## config.mk

```make
export PLATFORM = sky130hd
export DESIGN_NAME = link_arbiter
export DESIGN_NICKNAME = d
export VERILOG_FILES = /design/src/rtl/link_arbiter.sv
export SDC_FILE = /design/constraint.sdc
export NUM_CORES = 1
export LEC_CHECK = 0
export ABC_AREA = 1
export CORE_MARGIN = 3
export CORE_UTILIZATION = 35
export CTS_BUF_LIST = sky130_fd_sc_hd__clkbuf_8
export DETAILED_ROUTE_END_ITERATION = 6
export SLEW_MARGIN = 20
export SYNTH_ARGS = -nofsm -noshare
export SYNTH_HDL_FRONTEND = slang
export SYNTH_SLANG_ARGS = --single-unit
```

## constraint.sdc

```tcl
create_clock -name clk -period 2.36 [get_ports clk]
set_clock_uncertainty 0.15 [all_clocks]
set_input_delay 0.708 -clock clk [delete_from_list [all_inputs] [get_ports clk]]
set_output_delay 0.708 -clock clk [all_outputs]
set_load 0.02 [all_outputs]
```

## src/rtl/link_arbiter.sv

```systemverilog
// Two-requester arbiter feeding a 4-phase req/ack link slave, one byte in flight.
// Ties are broken by a pointer that favours the requester not served last.
module link_arbiter #(
  parameter int ACK_TIMEOUT = 15
) (
  input  logic       clk,
  input  logic       rst,
  input  logic       a_valid,
  input  logic [7:0] a_data,
  output logic       a_ready,
  input  logic       b_valid,
  input  logic [7:0] b_data,
  output logic       b_ready,
  output logic       req,
  output logic [7:0] data,
  input  logic       ack,
  output logic       done,
  output logic [7:0] last_byte,
  output logic       last_src,
  output logic       err,
  output logic [7:0] xfer_cnt
);

  typedef enum logic [1:0] {S_IDLE, S_REQ, S_DROP} state_t;

  localparam logic [7:0] TMO_LAST = 8'(ACK_TIMEOUT - 1);

  state_t     state_reg;
  logic       prio_reg;
  logic       cur_src_reg;
  logic [7:0] tmo_cnt_reg;
  logic       req_reg;
  logic [7:0] data_reg;
  logic       done_reg;
  logic       err_reg;
  logic [7:0] last_byte_reg;
  logic       last_src_reg;
  logic [7:0] xfer_cnt_reg;

  logic idle_open;
  logic a_grant;
  logic b_grant;

  always_comb begin
    idle_open = (state_reg == S_IDLE) && !rst;
    b_grant   = b_valid && (!a_valid || prio_reg);
    a_grant   = a_valid && !b_grant;
  end

  assign a_ready   = idle_open && a_grant;
  assign b_ready   = idle_open && b_grant;
  assign req       = req_reg;
  assign data      = data_reg;
  assign done      = done_reg;
  assign err       = err_reg;
  assign last_byte = last_byte_reg;
  assign last_src  = last_src_reg;
  assign xfer_cnt  = xfer_cnt_reg;

  always_ff @(posedge clk) begin
    if (rst) begin
      state_reg     <= S_IDLE;
      prio_reg      <= 1'b0;
      cur_src_reg   <= 1'b0;
      tmo_cnt_reg   <= 8'd0;
      req_reg       <= 1'b0;
      data_reg      <= 8'd0;
      done_reg      <= 1'b0;
      err_reg       <= 1'b0;
      last_byte_reg <= 8'd0;
      last_src_reg  <= 1'b0;
      xfer_cnt_reg  <= 8'd0;
    end else begin
      done_reg <= 1'b0;
      err_reg  <= 1'b0;
      case (state_reg)
        S_IDLE: begin
          // ack is deliberately not looked at here
          if (a_ready || b_ready) begin
            data_reg    <= b_ready ? b_data : a_data;
            cur_src_reg <= b_ready;
            tmo_cnt_reg <= 8'd0;
            req_reg     <= 1'b1;
            state_reg   <= S_REQ;
          end
        end
        S_REQ: begin
          if (ack) begin
            req_reg   <= 1'b0;
            state_reg <= S_DROP;
          end else if (tmo_cnt_reg == TMO_LAST) begin
            req_reg   <= 1'b0;
            err_reg   <= 1'b1;
            prio_reg  <= ~cur_src_reg;
            state_reg <= S_IDLE;
          end else begin
            tmo_cnt_reg <= tmo_cnt_reg + 8'd1;
          end
        end
        S_DROP: begin
          if (!ack) begin
            done_reg      <= 1'b1;
            last_byte_reg <= data_reg;
            last_src_reg  <= cur_src_reg;
            xfer_cnt_reg  <= xfer_cnt_reg + 8'd1;
            prio_reg      <= ~cur_src_reg;
            state_reg     <= S_IDLE;
          end
        end
        default: begin
          req_reg   <= 1'b0;
          state_reg <= S_IDLE;
        end
      endcase
    end
  end

endmodule

```

After elaboration in Yosys (flattened, before gate mapping)
Index checks and enable logic that the tools add are counted.

storage, ports and cells
  flip-flop bits (word level) = 40
  output and inout bits = 30
  bits of input ports = 21

cells by class
  multiplexer cells = 20
  eq/ne operators = 9
  reductions and logical operators = 21
  add/subtract/negate cells = 2
  bitwise operators = 4

operators with widths
  operator               number
  $mux W8                4
  $add A8 B1 Y8 const B  2
  $pmux W8 S2            1
  $eq A8 B4 Y1 const B   1
  $mux W1                8
  $mux W2                4
  $ne A2 B2 Y1 const B   4
  $reduce_and A4 Y1      2
  $pmux W2 S3            1
  $reduce_and A3 Y1      2
  $logic_and A1 B1 Y1    5
  $not A1 Y1             4
  $reduce_and A2 Y1      2
  $reduce_bool A2 Y1     2
  $logic_not A1 Y1       3
  $ne A3 B3 Y1 const B   1
  $pmux W1 S3            1
  $reduce_or A3 Y1       1
  $eq A2 B1 Y1 const B   1
  $eq A2 B2 Y1 const B   1
  $logic_not A2 Y1       1
  $logic_or A1 B1 Y1     2
  $ne A2 B1 Y1 const B   1
  $pmux W1 S2            1
  $reduce_or A2 Y1       1

Longest topological paths before layout
Gate-level depths: netlist of run 1.

  depth in word-level cells = 9
  depth in mapped cells = 11
  mapped depth without buffers = 10

Worst setup path before layout of run 1
No wires, ideal clock.

  path type = input-to-output
  start = input port a_valid
  end = output port a_ready
  setup slack = 0.144 ns
  required time = 1.502 ns
  stages on the path = 4
  data arrival time = 1.358 ns
  cell sequence = inv_1 o21ai_1 nand2_1 nor2_1

between the ends
  longest elaborated chain between the ends = 6

RTL lines
  item                     RTL line  text
  from (decl)              8         input logic a_valid,
  $logic_not A1 Y1         46        b_grant = b_valid && (!a_valid || prio_reg);
  $logic_or A1 B1 Y1       46
  $logic_and A1 B1 Y1      46
  $logic_not A1 Y1         47        a_grant = a_valid && !b_grant;
  $logic_and A1 B1 Y1 (*)  47
  $logic_and A1 B1 Y1 (*)  50        assign a_ready = idle_open && a_grant;
  to (decl)                10        output logic a_ready,

Every way passes the cells marked *; elsewhere a longest branch is shown, timed or not.

Worst setup path after layout of run 1
  start = input port rst
  end = output port b_ready

between the ends
  longest elaborated chain between the ends = 3

RTL lines
  item                 RTL line  text
  from (decl)          7         input logic rst,
  $logic_not A1 Y1     45        idle_open = (state_reg == S_IDLE) && !rst;
  $logic_and A1 B1 Y1  45
  $logic_and A1 B1 Y1  51        assign b_ready = idle_open && b_grant;
  to (decl)            13        output logic b_ready,

Every way passes these cells.

==> impl_summary.txt, run 1 <==
----------------------------------------------------
[Outcome]
  Status ... complete, no violations

[Routing]
  Routed wire length ... 4684 um
  Number of design-rule violations left by the first detailed-router iteration ... 120
  Total number of vias ... 1865
  Post-DR vias/cell ... 4.628
  Drc violations ... 0
  Number of routed nets with antenna violations ... 0
  Length of the first detailed-routing pass in iterations ... 5
  Wire per inst ... 11.62 um

[Global route]
  First-pass GRT wire length ... 8148 um
  Initial antenna violation count ... 0
  Global-route usage over all layers ... 0.1637
  Gr ovfl total ... 0
  Largest net degree at the start of global routing ... 23
  Number of global-route vias before repair ... 1774

[Synth]
  Most numerous cell in the Yosys netlist ... sky130_fd_sc_hd__nand2_1
  Synthesized area divided by synthesized cell count ... 6.822 um^2
  Top area cells in the synthesized netlist ... sky130_fd_sc_hd__dfxtp_1 (43%), sky130_fd_sc_hd__nand2_1 (17%), sky130_fd_sc_hd__nor2_1 (8.8%)
  Flop and latch count out of synthesis ... 40
  Synthesized area ... 1869 um^2
  Number of warnings reported in the yosys synthesis log ... 0
  Synthesized instance count ... 274
  Synth top cells by count ... sky130_fd_sc_hd__nand2_1 (84), sky130_fd_sc_hd__nor2_1 (44), sky130_fd_sc_hd__dfxtp_1 (40)
  Syn nets ... 298
  Proportion of synthesized flip-flops having asynchronous set or reset ... 0
  Main flop type after synthesis ... sky130_fd_sc_hd__dfxtp_1
  Number of enable flip-flop cells after synthesis ... 0
  Number of distinct library cell variants in the gate-level netlist after synthesis ... 26
  Seq/Total Area, Yosys ... 0.4284
  Area share of the leading cell type in the synthesized netlist ... 0.4284
  Dominant cell type by area after synthesis ... sky130_fd_sc_hd__dfxtp_1

[Place]
  IO Port Bufs ... 50
  Estimated wirelength of the detail-placed design ... 3351 um
  Post-placement cell count ... 396
  GPL Wtd Cong ... 0.8672

[Clocking]
  Max clock buf depth ... 2
  Clock network latency to the later pin of the worst-skew pair ... 290 ps
  Buffer count from post-CTS setup fixing ... 0
  CTS H-tree lvls ... 2
  Clock-pin slew reported for the worst setup and hold paths after clock tree synthesis ... 70 ps
  Number of clock buffers inserted by TritonCTS ... 5
  Root buf cell ... sky130_fd_sc_hd__clkbuf_8
  CTS sink cnt ... 40
  Hold buffer count at cts ... 0
  TritonCTS clock tree ... done

[Worst setup path]
  Sort of element at the start of the critical path ... input pin
  Largest driver fanout on the critical path ... 3
  Ordered cell list for the critical path ... dlygate4sd2_1 -> inv_2 -> nand2_4 -> nor2_4 -> buf_6
  Delay of the slowest cell on the worst path ... 260 ps
  Data required time of the critical path ... 1500 ps
  Cell at the slowest stage of the critical path ... sky130_fd_sc_hd__dlygate4sd2_1
  Number of buffers and inverters on the critical path ... 3
  CP endpoint kind ... output port
  Family with the most delay on the worst path ... buffers and inverters
  Category of the most critical setup path ... in2out
  Data arrival time of the critical path ... 1420 ps

[Timing]
  Unrepaired setup endpoints after global routing ... false
  Transition time of the tightest slew-check pin ... 493.9 ps
  Finish-stage setup viols ... 0
  Max Transition Viols Final ... 0
  Hold slack final ... 337.3 ps
  Fin crit period ... 2282 ps
  Worst slew margin ... 0.6704
  Final hold vios ... 0
  Fraction of the cycle the final worst path needs ... 0.9669
  Top achievable clock speed ... 0.4382 GHz
  Setup TNS ... 0 ps

[Die]
  Placeable Area ... 4942 um^2
  Die Footprint ... 6254 um^2
  I/O Pins ... 51
  Number of standard-cell rows in the floorplan ... 25
  Overall die width ... 79.08 um
  Starting Density ... 0.3782
  Die H ... 79.08 um

[Cells and area]
  Antenna diode instance count ... 0
  Proportion of layout cells with a drive suffix above 1 ... 0.1042
  Area Overhead vs Synth ... 39.36%
  Fraction of the core area covered by cells at the end of the flow ... 0.5271
  Final-stage net count ... 360
  Final non-filler cell total ... 403

[Power]
  Leakage ... 1.074 nW
  IR Drop Worst-Case VDD ... 0.0002314 V
  Power density over the cells ... 530.9 nW/um^2

[Hold path]
  Class of the worst hold path ... reg2reg

[Flow run]
  Max-cap check violation count ... 0

----------------------------------------------------
kinds of logic (layout without fill, tap and decap cells):
family,Yosys count,count (layout),share of synthesized area
DFF,40,40,0.4284
buffers and inverters,32,94,0.07496
xor gates and xnor gates,2,2,0.009373
AOI/OAI and AO/OA,40,40,0.1098
and+or+nand+nor,157,157,0.3574
adders and majority gates,3,3,0.02008
tightest hold or removal path, delay by kind of cell, from the launching register on:
kind / cells / cell delay (ps)
flops: 1 / 330
simple gates: 1 / 60
compound gates: 1 / 50
cell usage in the layout, fill, tap and decap left out:
cell type                          n
sky130_fd_sc_hd__nand2_1          83
sky130_fd_sc_hd__clkdlybuf4s50_1  45
sky130_fd_sc_hd__nor2_1           43
sky130_fd_sc_hd__dfxtp_1          40
sky130_fd_sc_hd__a21oi_1          23
sky130_fd_sc_hd__inv_1            21
sky130_fd_sc_hd__nand3_1          14
sky130_fd_sc_hd__o21ai_0          14
sky130_fd_sc_hd__buf_4            12
sky130_fd_sc_hd__nor3_1            5
sky130_fd_sc_hd__clkbuf_8          5
sky130_fd_sc_hd__inv_2             4
sky130_fd_sc_hd__nor2_4            3
sky130_fd_sc_hd__ha_1              3
sky130_fd_sc_hd__nand2_2           2
sky130_fd_sc_hd__nand4_1           2
sky130_fd_sc_hd__dlygate4sd2_1     2
sky130_fd_sc_hd__buf_6             2
sky130_fd_sc_hd__nand2_4           1
sky130_fd_sc_hd__o21ai_2           1
sky130_fd_sc_hd__nor2_8            1
sky130_fd_sc_hd__nand3_2           1
sky130_fd_sc_hd__xnor2_1           1
sky130_fd_sc_hd__a21boi_1          1
sky130_fd_sc_hd__nor3b_1           1
sky130_fd_sc_hd__xor2_1            1
sky130_fd_sc_hd__a211oi_1          1
sky130_fd_sc_hd__nand3b_1          1
sky130_fd_sc_hd__clkinv_2          1
sky130_fd_sc_hd__clkbuf_2          1
sky130_fd_sc_hd__buf_12            1
final cells by class:
| class | instances | area (um^2) |
|---|---|---|
| Clock inverter | 2 | 8.758 |
| Tap cell | 67 | 83.83 |
| Sequential cell | 40 | 800.8 |
| Clock buffer | 5 | 68.82 |
| Timing Repair Buffer | 63 | 605.6 |
| Fill cell | 535 | 2337 |
| Inverter | 24 | 90.09 |
| Multi-Input combinational cell | 202 | 947.2 |
metal layers:
metal / up-vias / part of all wire / global-route usage
met1: 819 / 0.50 / 0.2283
met2: 54 / 0.41 / 0.2416
met3: 6 / 0.075 / 0.05215
met4: 0 / 0.011 / 0.04639
met5: - / 0 / 0
li1: 986 / - / -
path summary, 6_finish.rpt:
check / startpoint / endpoint / slack, ps / cells past startpoint
max reg2reg: state_reg[1] / req / 530 / 10
max: rst / b_ready / 80 / 5
min reg2reg: data[7] / data[7] / 340 / 2
min: data[7] / data[7] / 340 / 2
through the flow:
step	worst slack (ps)	area, um^2	total power [W]
finish	78.05	2605	0.001383
global route	34.80	2605	0.001454
CTS	9.028	2606	0.001408
detailed placement	-745.7	2514	0.0009666
global placement	-732.1	2514	0.0009673
floorplan	144.5	1869	0.0008505
report_power, final:
group / switching [W] / leakage [nW] / internal [W]
clock network: 0.000232 / 0.0452 / 0.000197
registers: 0.0000167 / 0.324 / 0.000697
logic: 0.000127 / 0.704 / 0.000113
total: 0.000376 / 1.07 / 0.00101
what timing repair did:
item	CTS	global route
gates resized for setup	20	3
endpoints found under the setup margin	2	2
pin swaps	2	2
No activity file was read; power rests on OpenSTA's default activity.
==> run 2, diff against run 1 <==
- CORE_UTILIZATION: 35 -> 25
- CTS_BUF_LIST: sky130_fd_sc_hd__clkbuf_8 -> unset
- REMOVE_ABC_BUFFERS: unset -> 1
==> run 2 against run 1 <==
Effect of this change:
- total power is 11% higher
- die area is 37% higher
- non-clock buffer count is 1 higher
- critical path type unchanged
- sequential power hardly changed
- highest routed layer unchanged
==> impl_summary.txt, run 2 (synthesis gave the netlist of run 1 again) <==
----------------------------------------------------
[Worst setup path]
  CP endpoint kind ... output port
  Category of the most critical setup path ... in2out
  Sort of element at the start of the critical path ... input pin
  Data arrival time of the critical path ... 1440 ps (+20 ps)
  Largest driver fanout on the critical path ... 2 (-1)
  Data required time of the critical path ... 1500 ps (about the same)

[Clocking]
  Root buf cell ... sky130_fd_sc_hd__clkbuf_8
  CTS sink cnt ... 40 (unchanged)
  Clock network latency to the later pin of the worst-skew pair ... 290 ps (about the same)
  Max clock buf depth ... 2 (unchanged)
  CTS H-tree lvls ... 2 (unchanged)
  TritonCTS clock tree ... done
  Hold buffer count at cts ... 0 (unchanged)
  Clock-pin slew reported for the worst setup and hold paths after clock tree synthesis ... 80 ps (about the same)
  Number of clock buffers inserted by TritonCTS ... 5 (unchanged)

[Die]
  Starting Density ... 0.2663 (-0.1119)
  Placeable Area ... 7019 um^2 (+42%)
  Overall die width ... 92.47 um (+17%)
  Number of standard-cell rows in the floorplan ... 30 (+20%)
  Die H ... 92.47 um (+17%)
  I/O Pins ... 51 (unchanged)
  Die Footprint ... 8551 um^2 (+37%)

[Global route]
  Number of global-route vias before repair ... 1717 (-3.2%)
  Gr ovfl total ... 0 (unchanged)
  Initial antenna violation count ... 0 (unchanged)
  Largest net degree at the start of global routing ... 23 (unchanged)
  First-pass GRT wire length ... 7707 um (-5.4%)
  Global-route usage over all layers ... 0.1125 (-0.05121)

[Timing]
  Fraction of the cycle the final worst path needs ... 0.9747 (+0.007748)
  Final hold vios ... 0 (unchanged)
  Max Transition Viols Final ... 0 (unchanged)
  Fin crit period ... 2300 ps (+18.28 ps)
  Worst slew margin ... 0.6342 (-0.03622)
  Finish-stage setup viols ... 0 (unchanged)
  Transition time of the tightest slew-check pin ... 548.2 ps (+54.26 ps)
  Top achievable clock speed ... 0.4347 GHz (-0.80%)
  Unrepaired setup endpoints after global routing ... false
  Final worst setup slack ... 59.77 ps (-18.28 ps)

[Cells and area]
  Area used by multi-input combinational logic ... 937.1 um^2 (-1.1%)
  Antenna diode instance count ... 0 (unchanged)
  Final-stage net count ... 361 (+0.28%)
  Area Overhead vs Synth ... 42.84%
  Proportion of layout cells with a drive suffix above 1 ... 0.1036 (-0.0006164)
  Top library cells by usage in the layout, fill and taps aside ... sky130_fd_sc_hd__nand2_1 (84), sky130_fd_sc_hd__clkdlybuf4s50_1 (45), sky130_fd_sc_hd__nor2_1 (44), sky130_fd_sc_hd__dfxtp_1 (40), sky130_fd_sc_hd__a21oi_1 (23)
  Most common cell after layout, fill and taps aside ... sky130_fd_sc_hd__nand2_1
  Fill cell count ... 758 (+42%)
  Area occupied by registers ... 800.8 um^2 (unchanged)

[Routing]
  Post-DR vias/cell ... 4.279 (-7.5%)
  Routed wire length ... 4766 um (+1.8%)
  Length of the first detailed-routing pass in iterations ... 4 (-1)
  Wire per inst ... 10.98 um (-5.5%)
  Drc violations ... 0 (unchanged)
  Number of design-rule violations left by the first detailed-router iteration ... 98 (-18%)
  Total number of vias ... 1857 (-0.43%)
  Number of routed nets with antenna violations ... 0 (unchanged)

[Outcome]
  Status ... complete, no violations

[Power]
  IR Drop Worst-Case VDD ... 0.0002103 V (-9.1%)
  Leakage ... 1.089 nW (+1.4%)
  Power density over the cells ... 574.1 nW/um^2 (+8.1%)
  Post-layout total power ... 0.001533 W (+11%)

[Place]
  Place WS ... -682.1 ps (+63.59 ps)
  IO Port Bufs ... 50 (unchanged)
  GPL Wtd Cong ... 0.7795 (-10%)
  Estimated wirelength of the detail-placed design ... 3435 um (+2.5%)

[Flow run]
  Max-cap check violation count ... 0 (unchanged)

[Hold path]
  Class of the worst hold path ... reg2reg

----------------------------------------------------
run 2: path summary, 6_finish.rpt:
| kind | from | end | slack, ps | cells after the start |
|---|---|---|---|---|
| setup / recovery | a_valid | b_ready | 60 | 6 |
| hold reg to reg | data[3] | data[3] | 330 | 2 |
| setup reg to reg | state_reg[1] | tmo_cnt_reg[7] | 610 | 8 |
| hold / removal | data[3] | data[3] | 330 | 2 |
run 2: metal layers:
metal  track usage  vias up  share of wire  routed length [um]
met5             0        -              0                   0
met4       0.05941        0          0.022                 106
met3       0.03006        8          0.061                 289
met2        0.1704       48           0.44                2103
met1        0.1453      811           0.48                2266
li1              -      990              -                   -
run 2: where the power goes:
part | leakage, nW | internal [W] | switching [W]
clock network | 0.0614 | 0.000346 | 0.000241
logic | 0.703 | 0.000109 | 0.000125
registers | 0.324 | 0.000697 | 0.0000162
total | 1.09 | 0.00115 | 0.000381
run 2: per-stage QoR:
step           instances  area, um^2  hold WS [ps]  TNS (ps)  utilization
6_report             434        2670         335.0         0       0.3804
5_1_grt              434        2670         356.6         0       0.3804
4_1_cts              434        2664         338.9         0       0.3795
3_5_place_dp         425        2537         323.6     -4225       0.3615
3_3_place_gp         425        2537         319.0     -3791       0.3615
2_1_floorplan        266        1819         304.4         0            -
run 2: layout make-up:
class	instances	area share
flip-flops and latches	40	0.2999
inverters	24	0.03374
clock inverters	2	0.01453
multi-input cells	202	0.3510
repair buffers	64	0.2249
clock buffers	6	0.03093
well taps	96	0.04499
run 2: repair_timing:
action / in CTS / in global routing
setup buffers: 1 / 0
pin swaps: 1 / 1
gates cloned: 0 / 0
resized for setup: 16 / 2
endpoints found under the setup margin: 2 / 1
run 2: critical path, cell delays in order:
cell                              delay [ps]
sky130_fd_sc_hd__clkdlybuf4s15_1         200
sky130_fd_sc_hd__inv_2                    70
sky130_fd_sc_hd__o21ai_2                  50
sky130_fd_sc_hd__buf_4                   130
sky130_fd_sc_hd__nor2_4                  130
sky130_fd_sc_hd__buf_6                   140
==> run 3, diff against run 2 <==
- ABC_AREA: 1 -> 0
==> run 3 against run 2 <==
Effect of this change:
- global-route usage shrank 0.41 points
- hold slack lost 24 ps
- sequential share of layout area grew 0.78 points
- critical path type unchanged
- critical endpoint is now a_ready
- largest cell class unchanged
- largest power group unchanged
==> impl_summary.txt, run 3 <==
----------------------------------------------------
[Outcome]
  Status ... complete, no violations

[Clocking]
  Clock network latency to the later pin of the worst-skew pair ... 290 ps (about the same)
  Hold buffer count at cts ... 0 (unchanged)
  CTS H-tree lvls ... 2 (unchanged)
  CTS sink cnt ... 40 (unchanged)
  Number of clock buffers inserted by TritonCTS ... 5 (unchanged)
  TritonCTS clock tree ... done
  Max clock buf depth ... 2 (unchanged)
  Buffer count from post-CTS setup fixing ... 0 (-1)
  Root buf cell ... sky130_fd_sc_hd__clkbuf_8
  Clock-pin slew reported for the worst setup and hold paths after clock tree synthesis ... 80 ps (about the same)

[Timing]
  Fin crit period ... 2269 ps (-30.86 ps)
  Setup TNS ... 0 ps (unchanged)
  Worst slew margin ... 0.7164 (+0.08228)
  Finish-stage setup viols ... 0 (unchanged)
  Unrepaired setup endpoints after global routing ... false
  Transition time of the tightest slew-check pin ... 422.2 ps (-126.0 ps)
  Top achievable clock speed ... 0.4407 GHz (+1.4%)
  Max Transition Viols Final ... 0 (unchanged)
  Fraction of the cycle the final worst path needs ... 0.9616 (-0.01308)
  Final hold vios ... 0 (unchanged)

[Routing]
  Number of routed nets with antenna violations ... 0 (unchanged)
  Post-DR vias/cell ... 4.385 (+2.5%)
  Routed wire length ... 4310 um (-9.6%)
  Wire per inst ... 11.78 um (+7.2%)
  Length of the first detailed-routing pass in iterations ... 4 (unchanged)
  Total number of vias ... 1605 (-14%)
  Drc violations ... 0 (unchanged)
  Number of design-rule violations left by the first detailed-router iteration ... 65 (-34%)

[Synth]
  Flop and latch count out of synthesis ... 40 (unchanged)
  Dominant cell type by area after synthesis ... sky130_fd_sc_hd__dfxtp_1
  Synthesized area ... 1765 um^2 (-5.6%)
  Area share of the leading cell type in the synthesized netlist ... 0.4536 (+0.02520)
  Most numerous cell in the Yosys netlist ... sky130_fd_sc_hd__nand2_1
  Synth top cells by count ... sky130_fd_sc_hd__nand2_1 (48), sky130_fd_sc_hd__dfxtp_1 (40), sky130_fd_sc_hd__nor2_1 (25)
  Synthesized area divided by synthesized cell count ... 8.407 um^2 (+23%)
  Number of warnings reported in the yosys synthesis log ... 0 (unchanged)
  Number of enable flip-flop cells after synthesis ... 0 (unchanged)
  Synthesized instance count ... 210 (-23%)
  Top area cells in the synthesized netlist ... sky130_fd_sc_hd__dfxtp_1 (45%), sky130_fd_sc_hd__nand2_1 (10%), sky130_fd_sc_hd__nor2_1 (5.3%)
  Main flop type after synthesis ... sky130_fd_sc_hd__dfxtp_1
  Seq/Total Area, Yosys ... 0.4536 (+0.02520)
  Proportion of synthesized flip-flops having asynchronous set or reset ... 0 (unchanged)
  Number of distinct library cell variants in the gate-level netlist after synthesis ... 36 (+38%)

[Worst setup path]
  Data arrival time of the critical path ... 1410 ps (-30 ps)
  Largest driver fanout on the critical path ... 3 (+1)
  Reg2Reg Capture Point ... tmo_cnt_reg[4]
  Cell at the slowest stage of the critical path ... sky130_fd_sc_hd__and3_4
  Category of the most critical setup path ... in2out
  Startpoint of the lowest-slack register-to-register path ... state_reg[0]
  Sort of element at the start of the critical path ... input pin
  Delay of the slowest cell on the worst path ... 180 ps (-20 ps)
  CP endpoint kind ... output port
  Ordered cell list for the critical path ... buf_2 -> nor3_2 -> buf_4 -> and3_4 -> buf_6
  Reg-to-reg setup timing slack ... 460 ps (-150 ps)
  Data required time of the critical path ... 1500 ps (about the same)
  Depth of the most critical reg-to-reg path ... 5 (-3)

[Global route]
  Number of global-route vias before repair ... 1557 (-9.3%)
  First-pass GRT wire length ... 7210 um (-6.4%)
  GR Util met3 ... 0.03589 (+0.005836)
  GR peak layer ... met2
  Global-route usage over all layers ... 0.1084 (-0.004149)
  Largest net degree at the start of global routing ... 34 (+48%)
  Initial antenna violation count ... 0 (unchanged)
  Met1 GRT Util ... 0.1226 (-0.02276)
  M2 GR Usage ... 0.1842 (+0.01380)
  Gr ovfl total ... 0 (unchanged)

[Power]
  Post-layout total power ... 0.001521 W (-0.79%)
  IR Drop Worst-Case VDD ... 0.0002578 V (+23%)
  Leakage ... 0.9131 nW (-16%)
  Power density over the cells ... 584.4 nW/um^2 (+1.8%)

[Cells and area]
  Area Overhead vs Synth ... 47.41%
  Antenna diode instance count ... 0 (unchanged)
  Final-stage net count ... 296 (-18%)
  Top library cells by usage in the layout, fill and taps aside ... sky130_fd_sc_hd__nand2_1 (48), sky130_fd_sc_hd__clkdlybuf4s50_1 (45), sky130_fd_sc_hd__dfxtp_1 (40), sky130_fd_sc_hd__nor2_1 (25), sky130_fd_sc_hd__buf_4 (17)
  Proportion of layout cells with a drive suffix above 1 ... 0.1465 (+0.04297)
  Post-route cell area ... 2603 um^2 (-2.5%)
  Fraction of the core area covered by cells at the end of the flow ... 0.3941 (+0.01370)
  Most common cell after layout, fill and taps aside ... sky130_fd_sc_hd__nand2_1

[Hold path]
  Hold Path Origin ... last_byte[4]
  Endpoint with the worst hold slack ... last_byte[4]
  Worst hold path stage count ... 2 (unchanged)
  Class of the worst hold path ... reg2reg

[Die]
  I/O Pins ... 51 (unchanged)
  Starting Density ... 0.2673 (+0.001026)
  Placeable Area ... 6604 um^2 (-5.9%)
  Overall die width ... 90.04 um (-2.6%)
  Die H ... 90.04 um (-2.6%)
  Die Footprint ... 8106 um^2 (-5.2%)
  Number of standard-cell rows in the floorplan ... 29 (-3.3%)

[Flow run]
  Max-cap check violation count ... 0 (unchanged)

[Place]
  Instance area at placement ... 2465 um^2 (-2.9%)
  Estimated wirelength of the detail-placed design ... 3229 um (-6.0%)
  GPL Wtd Cong ... 0.7762 (-0.42%)
  IO Port Bufs ... 50 (unchanged)

----------------------------------------------------
-- run 3: layout make-up --
| type | instances | area (um^2) |
|---|---|---|
| Timing Repair Buffer | 68 | 643.1 |
| Tap cell | 93 | 116.4 |
| Multi-Input combinational cell | 153 | 905.9 |
| Sequential cell | 40 | 800.8 |
| Clock inverter | 2 | 38.79 |
| Inverter | 4 | 15.01 |
| Fill cell | 700 | 4001 |
| Clock buffer | 6 | 82.58 |
-- run 3: logic make-up after synthesis --
kind of cell,count (synthesis),share of synthesized area
buffers and inverters,17,0.04819
adders and majority gates,3,0.02126
DFF,40,0.4536
AOI/OAI and AO/OA,33,0.1347
and+or+nand+nor,104,0.2778
xor gates and xnor gates,13,0.06449
-- run 3: timing repair --
item	in CTS	in global routing
cloned	0	0
gates resized for setup	21	1
endpoints found under the setup margin	2	1
pin swaps	1	0
-- run 3: worst max path at each step --
stage          from          end  slack [ps]  depth (start not counted)
2_1_floorplan   ack  xfer_cnt[6]         120                          4
3_3_place_gp    rst      b_ready        -800                          6
3_5_place_dp    rst      b_ready        -770                          6
4_1_cts         rst      a_ready          80                          5
5_1_grt         rst      b_ready          40                          6
6_report        rst      a_ready          90                          5
-- run 3: critical path: cells and delay by family --
kind,cells,cell delay (ps)
buffers and inverters,3,380
AND/OR/NAND/NOR,2,320
-- run 3: report_power, final --
part / internal (W) / total [W] / leakage, nW / switching [W]
sequential: 0.000697 / 0.000716 / 0.325 / 0.0000184
clock: 0.000346 / 0.000590 / 0.0614 / 0.000244
combinational: 0.000112 / 0.000215 / 0.527 / 0.000103
-- run 3: per-layer routing --
layer,wire (um),vias to the layer above
met5,0,-
met4,82,0
met3,273,5
met2,2023,41
met1,1931,725
li1,-,834
-- run 3: stage by stage --
stage,cells,hold WS (ps),setup slack [ps]
finish,366,311.0,90.63
global route,366,345.2,38.72
CTS,366,314.3,77.01
detailed placement,358,302.3,-768.0
global placement,358,291.8,-798.0
floorplan,197,297.5,121.1
